--- src/rtl/usb_transmitter.sv ---
// rtl/usb_transmitter.sv - USB full-speed packet transmitter (SYNC, data, CRC16, NRZI, bit stuffing, EOP)
//
// Reads packet bytes from a word-wide buffer and serialises them onto D+/D-.
// One raw bit is placed on the line every BIT_CYCLES clk48 cycles.
//
// Ports
//   clk48              : sole clock, posedge
//   reset              : synchronous active-high reset
//   start              : one-cycle transmit request, honoured only while idle
//   start_word_address : buffer word index holding byte 0 (sampled with start)
//   packet_length      : byte count 1..1024 (0 is ignored), sampled with start
//   append_crc         : append CRC16 after the last byte, sampled with start
//   buffer_address     : buffer word index being read
//   buffer_read_value  : word at buffer_address, one cycle of read latency
//   usb_d_p_out        : D+ drive value
//   usb_d_n_out        : D- drive value
//   usb_output_enable  : high while driving the bus
//   busy               : high from accepted start until done
//   done               : one-cycle pulse when the packet is finished
module usb_transmitter #(
  parameter int BIT_CYCLES = 4
) (
  input  logic        clk48,
  input  logic        reset,
  input  logic        start,
  input  logic [7:0]  start_word_address,
  input  logic [10:0] packet_length,
  input  logic        append_crc,
  output logic [7:0]  buffer_address,
  input  logic [31:0] buffer_read_value,
  output logic        usb_d_p_out,
  output logic        usb_d_n_out,
  output logic        usb_output_enable,
  output logic        busy,
  output logic        done
);

  localparam int CW = (BIT_CYCLES > 1) ? $clog2(BIT_CYCLES) : 1;

  localparam logic [2:0] S_IDLE    = 3'd0;
  localparam logic [2:0] S_SYNC    = 3'd1;
  localparam logic [2:0] S_DATA    = 3'd2;
  localparam logic [2:0] S_CRC     = 3'd3;
  localparam logic [2:0] S_EOP_SE0 = 3'd4;
  localparam logic [2:0] S_EOP_J   = 3'd5;

  // The state names the next thing to be put on the line at the coming bit
  // boundary; the line registers hold what is being driven right now.
  logic [2:0]    state_q, state_d;
  logic [CW-1:0] cyc_q, cyc_d;
  logic [3:0]    bit_idx_q, bit_idx_d;
  logic [10:0]   byte_idx_q, byte_idx_d;
  logic [10:0]   last_byte_q, last_byte_d;
  logic          append_crc_q, append_crc_d;
  logic [7:0]    addr_q, addr_d;
  logic [31:0]   word_q, word_d;
  logic [15:0]   crc_q, crc_d;
  logic [2:0]    ones_q, ones_d;
  logic          line_j_q, line_j_d;
  logic          se0_q, se0_d;
  logic          done_q, done_d;

  logic          bit_end;
  logic          raw_bit;
  logic [15:0]   crc_step;

  assign bit_end = (cyc_q == CW'(BIT_CYCLES - 1));

  // Raw (pre-stuffing, pre-NRZI) bit waiting to be sent.
  always_comb begin
    raw_bit = 1'b0;
    case (state_q)
      S_SYNC:  raw_bit = (bit_idx_q[2:0] == 3'd7);
      S_DATA:  raw_bit = word_q[{byte_idx_q[1:0], bit_idx_q[2:0]}];
      S_CRC:   raw_bit = ~crc_q[0];
      default: raw_bit = 1'b0;
    endcase
  end

  // Reflected form of x^16+x^15+x^2+1, fed LSB first.
  assign crc_step = {1'b0, crc_q[15:1]} ^ ((raw_bit ^ crc_q[0]) ? 16'hA001 : 16'h0000);

  always_comb begin
    state_d      = state_q;
    cyc_d        = cyc_q;
    bit_idx_d    = bit_idx_q;
    byte_idx_d   = byte_idx_q;
    last_byte_d  = last_byte_q;
    append_crc_d = append_crc_q;
    addr_d       = addr_q;
    word_d       = word_q;
    crc_d        = crc_q;
    ones_d       = ones_q;
    line_j_d     = line_j_q;
    se0_d        = se0_q;
    done_d       = 1'b0;

    if (state_q == S_IDLE) begin
      if (start && (packet_length != 11'd0)) begin
        // The first bit time after acceptance is the idle J lead-in; the
        // first word is addressed now and captured when SYNC finishes.
        state_d      = S_SYNC;
        cyc_d        = '0;
        bit_idx_d    = 4'd0;
        byte_idx_d   = 11'd0;
        last_byte_d  = packet_length - 11'd1;
        append_crc_d = append_crc;
        addr_d       = start_word_address;
        crc_d        = 16'hFFFF;
        ones_d       = 3'd0;
        line_j_d     = 1'b1;
        se0_d        = 1'b0;
      end
    end else begin
      cyc_d = bit_end ? '0 : cyc_q + CW'(1);
      if (bit_end) begin
        if (ones_q == 3'd6) begin
          // Stuffed zero: toggles the line, does not advance the stream and
          // never reaches the CRC. Also taken when EOP is next.
          ones_d   = 3'd0;
          line_j_d = ~line_j_q;
        end else if ((state_q == S_SYNC) || (state_q == S_DATA) || (state_q == S_CRC)) begin
          ones_d    = raw_bit ? ones_q + 3'd1 : 3'd0;
          line_j_d  = raw_bit ? line_j_q : ~line_j_q;
          bit_idx_d = bit_idx_q + 4'd1;
          case (state_q)
            S_SYNC: begin
              if (bit_idx_q[2:0] == 3'd7) begin
                state_d   = S_DATA;
                bit_idx_d = 4'd0;
                word_d    = buffer_read_value;
                addr_d    = addr_q + 8'd1;
              end
            end
            S_DATA: begin
              if (byte_idx_q != 11'd0) begin
                crc_d = crc_step;
              end
              if (bit_idx_q[2:0] == 3'd7) begin
                bit_idx_d = 4'd0;
                if (byte_idx_q == last_byte_q) begin
                  state_d = append_crc_q ? S_CRC : S_EOP_SE0;
                end else begin
                  byte_idx_d = byte_idx_q + 11'd1;
                  // Next word was addressed a whole word-time ago, so its
                  // read data is long since valid.
                  if (byte_idx_q[1:0] == 2'd3) begin
                    word_d = buffer_read_value;
                    addr_d = addr_q + 8'd1;
                  end
                end
              end
            end
            S_CRC: begin
              crc_d = {1'b0, crc_q[15:1]};
              if (bit_idx_q == 4'd15) begin
                state_d   = S_EOP_SE0;
                bit_idx_d = 4'd0;
              end
            end
            default: begin
              state_d = S_IDLE;
            end
          endcase
        end else if (state_q == S_EOP_SE0) begin
          se0_d     = 1'b1;
          ones_d    = 3'd0;
          bit_idx_d = bit_idx_q + 4'd1;
          if (bit_idx_q[0]) begin
            state_d   = S_EOP_J;
            bit_idx_d = 4'd0;
          end
        end else begin
          // S_EOP_J: first boundary drives J, second ends the packet.
          se0_d    = 1'b0;
          line_j_d = 1'b1;
          if (bit_idx_q[0]) begin
            state_d   = S_IDLE;
            bit_idx_d = 4'd0;
            done_d    = 1'b1;
          end else begin
            bit_idx_d = 4'd1;
          end
        end
      end
    end
  end

  always_ff @(posedge clk48) begin
    if (reset) begin
      state_q      <= S_IDLE;
      cyc_q        <= '0;
      bit_idx_q    <= 4'd0;
      byte_idx_q   <= 11'd0;
      last_byte_q  <= 11'd0;
      append_crc_q <= 1'b0;
      addr_q       <= 8'd0;
      word_q       <= 32'd0;
      crc_q        <= 16'd0;
      ones_q       <= 3'd0;
      line_j_q     <= 1'b1;
      se0_q        <= 1'b0;
      done_q       <= 1'b0;
    end else begin
      state_q      <= state_d;
      cyc_q        <= cyc_d;
      bit_idx_q    <= bit_idx_d;
      byte_idx_q   <= byte_idx_d;
      last_byte_q  <= last_byte_d;
      append_crc_q <= append_crc_d;
      addr_q       <= addr_d;
      word_q       <= word_d;
      crc_q        <= crc_d;
      ones_q       <= ones_d;
      line_j_q     <= line_j_d;
      se0_q        <= se0_d;
      done_q       <= done_d;
    end
  end

  assign busy              = (state_q != S_IDLE);
  assign usb_output_enable = busy;
  assign usb_d_p_out       = ~busy | (line_j_q & ~se0_q);
  assign usb_d_n_out       = busy & ~line_j_q & ~se0_q;
  assign done              = done_q;
  assign buffer_address    = addr_q;

endmodule

--- config.mk ---
export PLATFORM = sky130hd
export DESIGN_NAME = usb_transmitter
export DESIGN_NICKNAME = d
export VERILOG_FILES = /design/src/rtl/usb_transmitter.sv
export SDC_FILE = /design/constraint.sdc
export NUM_CORES = 1
export LEC_CHECK = 0
export BUFFER_PORTS_ARGS = -buffer_cell sky130_fd_sc_hd__buf_2
export CORE_UTILIZATION = 60
export CTS_CLUSTER_SIZE = 20
export DETAILED_ROUTE_END_ITERATION = 12
export GPL_ROUTABILITY_DRIVEN = 1
export PLACE_DENSITY = 0.79
export SLEW_MARGIN = 20
export SYNTH_ARGS = -nofsm -noshare
export SYNTH_HDL_FRONTEND = slang
export SYNTH_SLANG_ARGS = --single-unit
--- constraint.sdc ---
create_clock -name clk48 -period 4.8 [get_ports clk48]
set_input_delay 0.48 -clock clk48 [delete_from_list [all_inputs] [get_ports clk48]]
set_output_delay 0.48 -clock clk48 [all_outputs]
set_load 0.05 [all_outputs]
==> results of run 1 <==
## area by class of cell
| type | instances | area (um2) |
|---|---|---|
| tap | 102 | 128 |
| multi-input combinational | 448 | 2820 |
| timing repair buffer | 72 | 373 |
| inverter | 17 | 63.8 |
| clock buffer | 9 | 124 |
| clock inverter | 7 | 58.8 |
| fill | 679 | 2400 |
| sequential | 94 | 1880 |
## layer usage
metal  up-vias  track usage [%]
met5         -                0
met4         0             11.9
met3        22             4.76
met2       149             48.2
met1      2209             35.9
li1       2285                -
## where the power goes
group / total (W) / leakage, nW / switching [W] / internal (W)
logic: 0.00109 / 1.17 / 0.000721 / 0.000369
clock network: 0.000494 / 0.0860 / 0.000301 / 0.000194
registers: 0.00106 / 0.765 / 0.000154 / 0.000904
total: 0.00264 / 2.02 / 0.00118 / 0.00147
## synthesized netlist by cell type, types with 12 or more instances
master	instances
nand3_1	48
nor3_1	12
xor2_1	12
clkbuf_1	35
o21ai_0	46
a21oi_1	57
nand2_1	29
a211oi_1	18
xnor2_1	13
o22ai_1	14
dfxtp_1	94
inv_1	16
nor2_1	70
## state kept, by name, indices dropped and copies added (netlist names)
name and cells:
cyc_q 2, crc_q 16, line_j_q 1, ones_q 3
last_byte_q 11, done 1, word_q 32, byte_idx_q 11
append_crc_q 1, se0_q 1, buffer_address 8, state_q 3
bit_idx_q 4
## cell families after synthesis
kind of cell    Yosys count  share of synthesized area (%)
xor+xnor                 25                           4.43
flops                    94                           38.0
simple gates            212                           20.8
buf+inv                  66                           5.41
compound gates          184                           23.8
mux                      17                           4.96
fa+ha+maj                10                           2.53
## critical path: stages (launching register included)
cell      delay, ns
dfxtp_1        0.80
nor3_2         0.08
buf_4          0.23
inv_1          0.36
and3_1         0.35
or2_1          0.32
nand2b_1       0.32
or2_1          0.42
o221a_1        0.25
## stage by stage
step	setup slack [ns]	cells
2_1_floorplan	2.23	608
6_report	1.57	749
4_1_cts	1.66	749
3_5_place_dp	1.70	733
3_3_place_gp	1.84	733
5_1_grt	1.43	749
## how the worst min path moves through the flow
stage	start	end	slack, ns
2_1_floorplan	word_q[25]	word_q[25]	0.45
3_3_place_gp	word_q[24]	word_q[24]	0.46
3_5_place_dp	word_q[3]	word_q[3]	0.47
4_1_cts	packet_length[0]	last_byte_q[0]	0.31
5_1_grt	packet_length[0]	last_byte_q[0]	0.32
6_report	packet_length[0]	last_byte_q[0]	0.31
==> impl.org, run 1 <==
** Clocking
- Clock insertion delay at the later pin of the skew report :: 0.37 ns
- Number of H-tree levels :: 3
- Clock buffers created by TritonCTS :: 9
- The clock passes through at most 2 buffers.
- TritonCTS clock tree :: yes
- Post-CTS sizing :: 0
- In this run the clock root is driven by a clkbuf_8.
- Number of buffers inserted by hold repair at cts :: 0
- The clock net in this run drives a total of 94 sinks.
- Clock transition at the registers of the reported paths :: 0.10 ns
- Count of buffers added by post-CTS timing repair for setup :: 0

** Logic synthesis
- The cell count after synthesis came out at 608.
- In the synthesized netlist the dominant register cell turns out to be dfxtp_1.
- Sequential cells were found to cover 38.0% of the synthesized design area.
- Post-Syn Area per Cell :: 8.14 um2
- By area the synthesized netlist is led by dfxtp_1 38%, a21oi_1 5.8%, nor2_1 5.3%.
- In this run, synthesis inferred 0 flip-flops with an integrated enable.
- Cell Area, Synth :: 0.00495 mm2
- The synthesized design contains 94 register bits.
- Number of warning messages in the yosys log :: 0
- After synthesis, the largest area contributor takes up 38.0% of total cell area.
- Share of flip-flops with an asynchronous set or reset :: 0%
- Syn nets :: 673
- Largest area contributor in the netlist :: dfxtp_1
- Count of different cell masters after synthesis :: 62

** STA
- Transition time of the tightest slew-check pin :: 0.883 ns
- Normalized max-slew margin :: 41.2%
- Setup clock skew after layout :: 0.00943 ns
- The count of endpoints failing hold in the final timing report came to 0.
- Highest attainable clock frequency :: 310 MHz
- For the finished layout, the period the worst path requires is 3.23 ns.
- On the final layout, the worst hold slack is 0.314 ns.
- Setup violations remaining at the end of the flow were counted as 0.
- Fin. max-slew vios :: 0
- RSZ-0062 raised after global routing :: false
- Of the available clock period, the critical path in the final layout requires 67.2%.
- Setup total negative slack on the finished layout was measured at 0 ns.

** GRT
- For this run, the total global-route usage over all layers was measured as 28.5%.
- The initial antenna violation count is 0.
- The via count of the first global-routing pass is 4,306.
- For this run the aggregate overflow at the end of global routing stands at 0.
- Entering global routing, the biggest net connects 62 pins.
- The first global-routing pass estimated 19,800 um of wire.

** Critical path
- STA puts the critical path data arrival time at 3.49 ns.
- Type of destination of the critical path :: flip-flop
- Startpoint type of the worst setup path :: flip-flop
- Largest fanout of any net on the critical path :: 22
- Flop2flop setup slack :: 1.57 ns
- In this run the critical register-to-register path is captured at buffer_address[0].
- Worst Setup EP :: buffer_address[0]
- The worst register-to-register path begins at state_q[1].
- Setup CP Type :: reg2reg
- Measured in cells, the most critical reg-to-reg path has a length of 8.
- Source of the critical timing path :: state_q[1]
- WP data required :: 5.06 ns

** Floorplanning
- The floorplan step set the die height to 92.8 um.
- After floorplanning, the core was divided into 32 placement rows.
- I/O pin count :: 68
- Once the floorplan was initialized, standard cells occupied 63.0% of the core.
- The floorplan step defined a die boundary enclosing 0.00861 mm2.
- Core ar. :: 0.00785 mm2
- Die Wd :: 92.8 um

** Route
- Using the TritonRoute via totals, the vias-per-cell ratio works out to 6.23.
- After detailed routing, the wire length on met1 is 5160 um.
- Number of remaining DRC errors :: 0
- Total number of vias :: 4,665
- Final routed wirelength across all metal layers :: 11,700 um
- In the detailed route, the total length drawn on met2 is 5770 um.
- Once detail routing completed, the nets flagged for antenna violations numbered 0.
- After detailed routing, no signal wire sits above met4.
- Routed wire per std cell :: 15.7 um
- Wire segments on met3 add up to 569 um in the final route.
- Count of TritonRoute iterations in the first routing pass :: 7
- After the first detailed-routing iteration, the DRC count stood at 277.

** Placed design
- Placed cell area :: 0.00526 mm2
- Input and output buffers added on the ports amount to 67.
- Half-perimeter wire length of the detailed placement result :: 7990 um
- Weighted congestion reported at the end of routability-driven placement :: 0.906

** Outcome
- The flow ran to the end, and the final reports show no timing, DRC or antenna violations.

** Power and ir drop
- Pleak :: 2.02 nW
- Summing internal, switching and leakage power gives 0.00264 W.
- The worst-case IR drop observed on VDD is 0.242 mV.
- Dividing total power by cell area gives a power density of 485 mW/mm2.

** Finish
- Layout cell share with drive strength beyond 1 :: 16.1%
- The final layout contains 707 nets.
- Summing all non-filler instances in the final layout gives an area of 0.00545 mm2.
- The area growth from synthesis to layout is 10.2%.
- Most frequent cells in the layout :: 94 x dfxtp_1, 70 x nor2_1, 67 x buf_2
- Util after Layout :: 69.5%
- Leading cell type in the layout, fill and taps excluded :: dfxtp_1
- Number of antenna cells inserted :: 0

** Hold path
- The path class of the tightest hold or removal check is in2reg.
- Min-Delay Path Depth :: 2

** Flow run
- Across the run, the number of max-cap violations was 0.
Note: power is estimated with default switching activity, not from simulation.
==> inputs of run 2 (changes only) <==
--- a/config.mk
+++ b/config.mk
@@ -6,11 +6,11 @@
 export NUM_CORES = 1
 export LEC_CHECK = 0
 export BUFFER_PORTS_ARGS = -buffer_cell sky130_fd_sc_hd__buf_2
-export CORE_UTILIZATION = 60
+export CORE_UTILIZATION = 52
 export CTS_CLUSTER_SIZE = 20
 export DETAILED_ROUTE_END_ITERATION = 12
 export GPL_ROUTABILITY_DRIVEN = 1
-export PLACE_DENSITY = 0.79
+export PLACE_DENSITY = 0.72
 export SLEW_MARGIN = 20
 export SYNTH_ARGS = -nofsm -noshare
 export SYNTH_HDL_FRONTEND = slang
==> constraint.sdc (replaced) <==
create_clock -name clk48 -period 2.65 [get_ports clk48]
set_input_delay 0.265 -clock clk48 [delete_from_list [all_inputs] [get_ports clk48]]
set_output_delay 0.265 -clock clk48 [all_outputs]
set_load 0.05 [all_outputs]
==> run 2 against run 1 <==
Against the previous run: power increased by 89%; sequential power rose by 72%; combinational power grew 100%; cell count grew 5.9%; critical endpoint is now buffer_address[5]; largest cell class unchanged; largest power group unchanged.
==> impl.org, run 2 (synthesis results as in run 1) <==
** Floorplanning
- The total core area was 0.00924 mm2 (+18%).
- The initial core utilization came to 53.5% (-9.5 points).
- The full die area was 0.00991 mm2 (+15%).
- The die height was 99.5 um (+7.3%).
- I/O pin count :: 68 (unchanged)
- Site Rows :: 35 (+9.4%)
- Die Wd :: 99.5 um (+7.3%)

** Route
- Routed Antenna Nets :: 0 (unchanged)
- The wire length after detailed routing was 11,700 um (-0.13%).
- Count of TritonRoute iterations in the first routing pass :: 4 (-3)
- Drt first-iter violations :: 290 (+4.7%)
- Number of remaining DRC errors :: 0 (unchanged)
- The via density per instance was 5.81 (-6.7%).
- The routed length per placed instance is 14.8 um (-5.7%).
- The number of vias in the routed layout came to 4,606 (-1.3%).

** Clocking
- TritonCTS built the clock tree.
- The clock buffer count from CTS is 9 (unchanged).
- The H-tree level count is 3 (unchanged).
- The tree is rooted in a clkbuf_8.
- The insertion delay of the later-clocked pin in the worst-skew pair was 0.36 ns (about the same).
- The register clock-pin slew on the reported worst setup and hold paths is 0.09 ns (about the same).
- Clock sink total :: 94 (unchanged)
- The post-cts gate resize count was 0 (unchanged).
- Clock Tree Buf Depth :: 2 (unchanged)
- Count of buffers added by post-CTS timing repair for setup :: 0 (unchanged)
- Number of buffers inserted by hold repair at cts :: 0 (unchanged)

** STA
- The number of pins exceeding their max-slew limit in the final report came to 0 (unchanged).
- The worst slack on hold paths came to 0.134 ns (-0.180 ns).
- Transition time of the tightest slew-check pin :: 0.869 ns (-0.0133 ns)
- The count of final setup violators is 0 (unchanged).
- The final critical-path share of the clock period was 92.3% (+25 points).
- The worst slew margin relative to its limit is 42.0% (+0.88 points).
- Setup clock skew after layout :: 0.00958 ns (+0.000151 ns)
- Setup TNS after final layout :: 0 ns (unchanged)
- The final critical delay including setup and external delays is 2.45 ns (-0.781 ns).
- Highest attainable clock frequency :: 409 MHz (+32%)
- The smallest setup slack after layout was 0.205 ns (-1.37 ns).
- The count of endpoints failing hold in the final timing report is 0 (unchanged).
- RSZ-0062 raised after global routing :: false

** Finish
- Signed area change from the synthesized netlist to the final layout :: 13.9%
- Most frequent cells in the layout :: 94 x dfxtp_1, 70 x nor2_1, 67 x buf_2
- Number of antenna cells inserted :: 0 (unchanged)
- The proportion of layout cells with a drive suffix above 1 was 18.1% (+2.0 points).
- Final-layout fill cell count :: 865 (+27%)
- More flip-flops sit in one register than any other, and that register is word_q.
- Leading cell type in the layout, fill and taps excluded :: dfxtp_1
- The flip-flop count of the largest register, all copies and words added came to 32 (unchanged).
- The cell area after layout came to 0.00563 mm2 (+3.4%).
- The largest registers in the layout are word_q: 32 flops, crc_q: 16 flops.
- Fin nets :: 724 (+2.4%)

** Critical path
- STA classifies the critical path endpoint as a flip-flop.
- The internal reg-to-reg setup slack is 0.20 ns (-1.37 ns).
- Source of the critical timing path :: byte_idx_q[8]
- Length in cells of the worst reg-to-reg path :: 6 (-2)
- Reg2Reg Capture Point :: buffer_address[5]
- The top fanout value on the critical path was 10 (-55%).
- STA classifies the critical path startpoint as a flip-flop.
- In this run the critical register-to-register path is launched from byte_idx_q[8].
- The arrival time of data at the critical path endpoint was 2.75 ns (-0.74 ns).
- Setup CP Type :: reg2reg
- The data required time at the worst endpoint was 2.96 ns (-2.10 ns).

** Placed design
- Placement-stage worst setup slack :: 0.271 ns (-1.43 ns)
- The post-place instance area came to 0.00543 mm2 (+3.3%).
- The post-detailed-placement half-perimeter wirelength is 8220 um (+2.9%).
- Weighted congestion reported at the end of routability-driven placement :: 0.840 (-7.3%)
- Count of buffers inserted at the top-level ports :: 67 (unchanged)

** Flow run
- The max-capacitance violation count is 0 (unchanged).

** Hold path
- Worst min path class :: in2reg
- Hold path endpoint :: last_byte_q[0]
- Min-Delay Path Depth :: 2 (unchanged)
- The worst hold path begins at packet_length[0].

** GRT
- Initial antenna violation count :: 0 (unchanged)
- The global-route wire length before repair came to 20,200 um (+2.0%).
- The largest net degree at the start of global routing is 33 (-47%).
- Aggregate global routing overflow :: 0 (unchanged)
- Number of global-route vias before repair :: 4,326 (+0.46%)
- The overall routing resource usage came to 25.0% (-3.5 points).

** Power and ir drop
- Sum of internal, switching and leakage power :: 0.00498 W (+89%)
- The peak supply drop came to 0.401 mV (+66%).
- The total power per unit cell area was 884 mW/mm2 (+83%).
- Pleak :: 2.12 nW (+4.9%)

** Outcome
- The run finished with clean final reports.
## run 2: routing by layer
layer  vias to the layer above  track usage, %  wire [um]
li1                       2319               -          -
met1                      2160            33.8       5430
met2                       114            40.9       5610
met3                        13            4.22        545
met4                         0            7.58        132
met5                         -               0          0
## run 2: worst max-delay path by stage
stage                         to  slack [ns]  cells past startpoint
6_report       buffer_address[5]        0.20                      6
5_1_grt        buffer_address[6]        0.07                      6
4_1_cts                crc_q[13]        0.27                      8
3_5_place_dp   buffer_address[5]        0.27                     10
3_3_place_gp   buffer_address[0]        0.32                      6
2_1_floorplan        usb_d_p_out        0.29                      5
## run 2: critical path: stages, from the launching register on
cell	delay, ns
dfxtp_1	0.44
xor2_1	0.09
nor4_1	0.48
a41o_1	0.42
o31a_1	0.39
or2_1	0.33
o221a_1	0.24
## run 2: area by class of cell
| class | count | area [um2] | share of cell area, % |
|---|---|---|---|
| Tap cell | 129 | 161 | 2.86 |
| Clock buffer | 11 | 141 | 2.51 |
| Sequential cell | 94 | 1880 | 33.4 |
| Timing Repair Buffer | 89 | 513 | 9.11 |
| Multi-Input combinational cell | 448 | 2810 | 49.9 |
| Inverter | 17 | 63.8 | 1.13 |
| Clock inverter | 5 | 58.8 | 1.04 |
## run 2: report_power, final
part / total, W / switching (W) / internal (W)
combinational: 0.00220 / 0.00143 / 0.000777
clock: 0.000962 / 0.000500 / 0.000462
sequential: 0.00182 / 0.000180 / 0.00164
## run 2: stage by stage
step / util [%] / std cells
CTS: 61.0 / 793
floorplan: - / 608
global route: 61.0 / 793
detailed placement: 58.8 / 777
finish: 61.0 / 793
global placement: 58.8 / 777
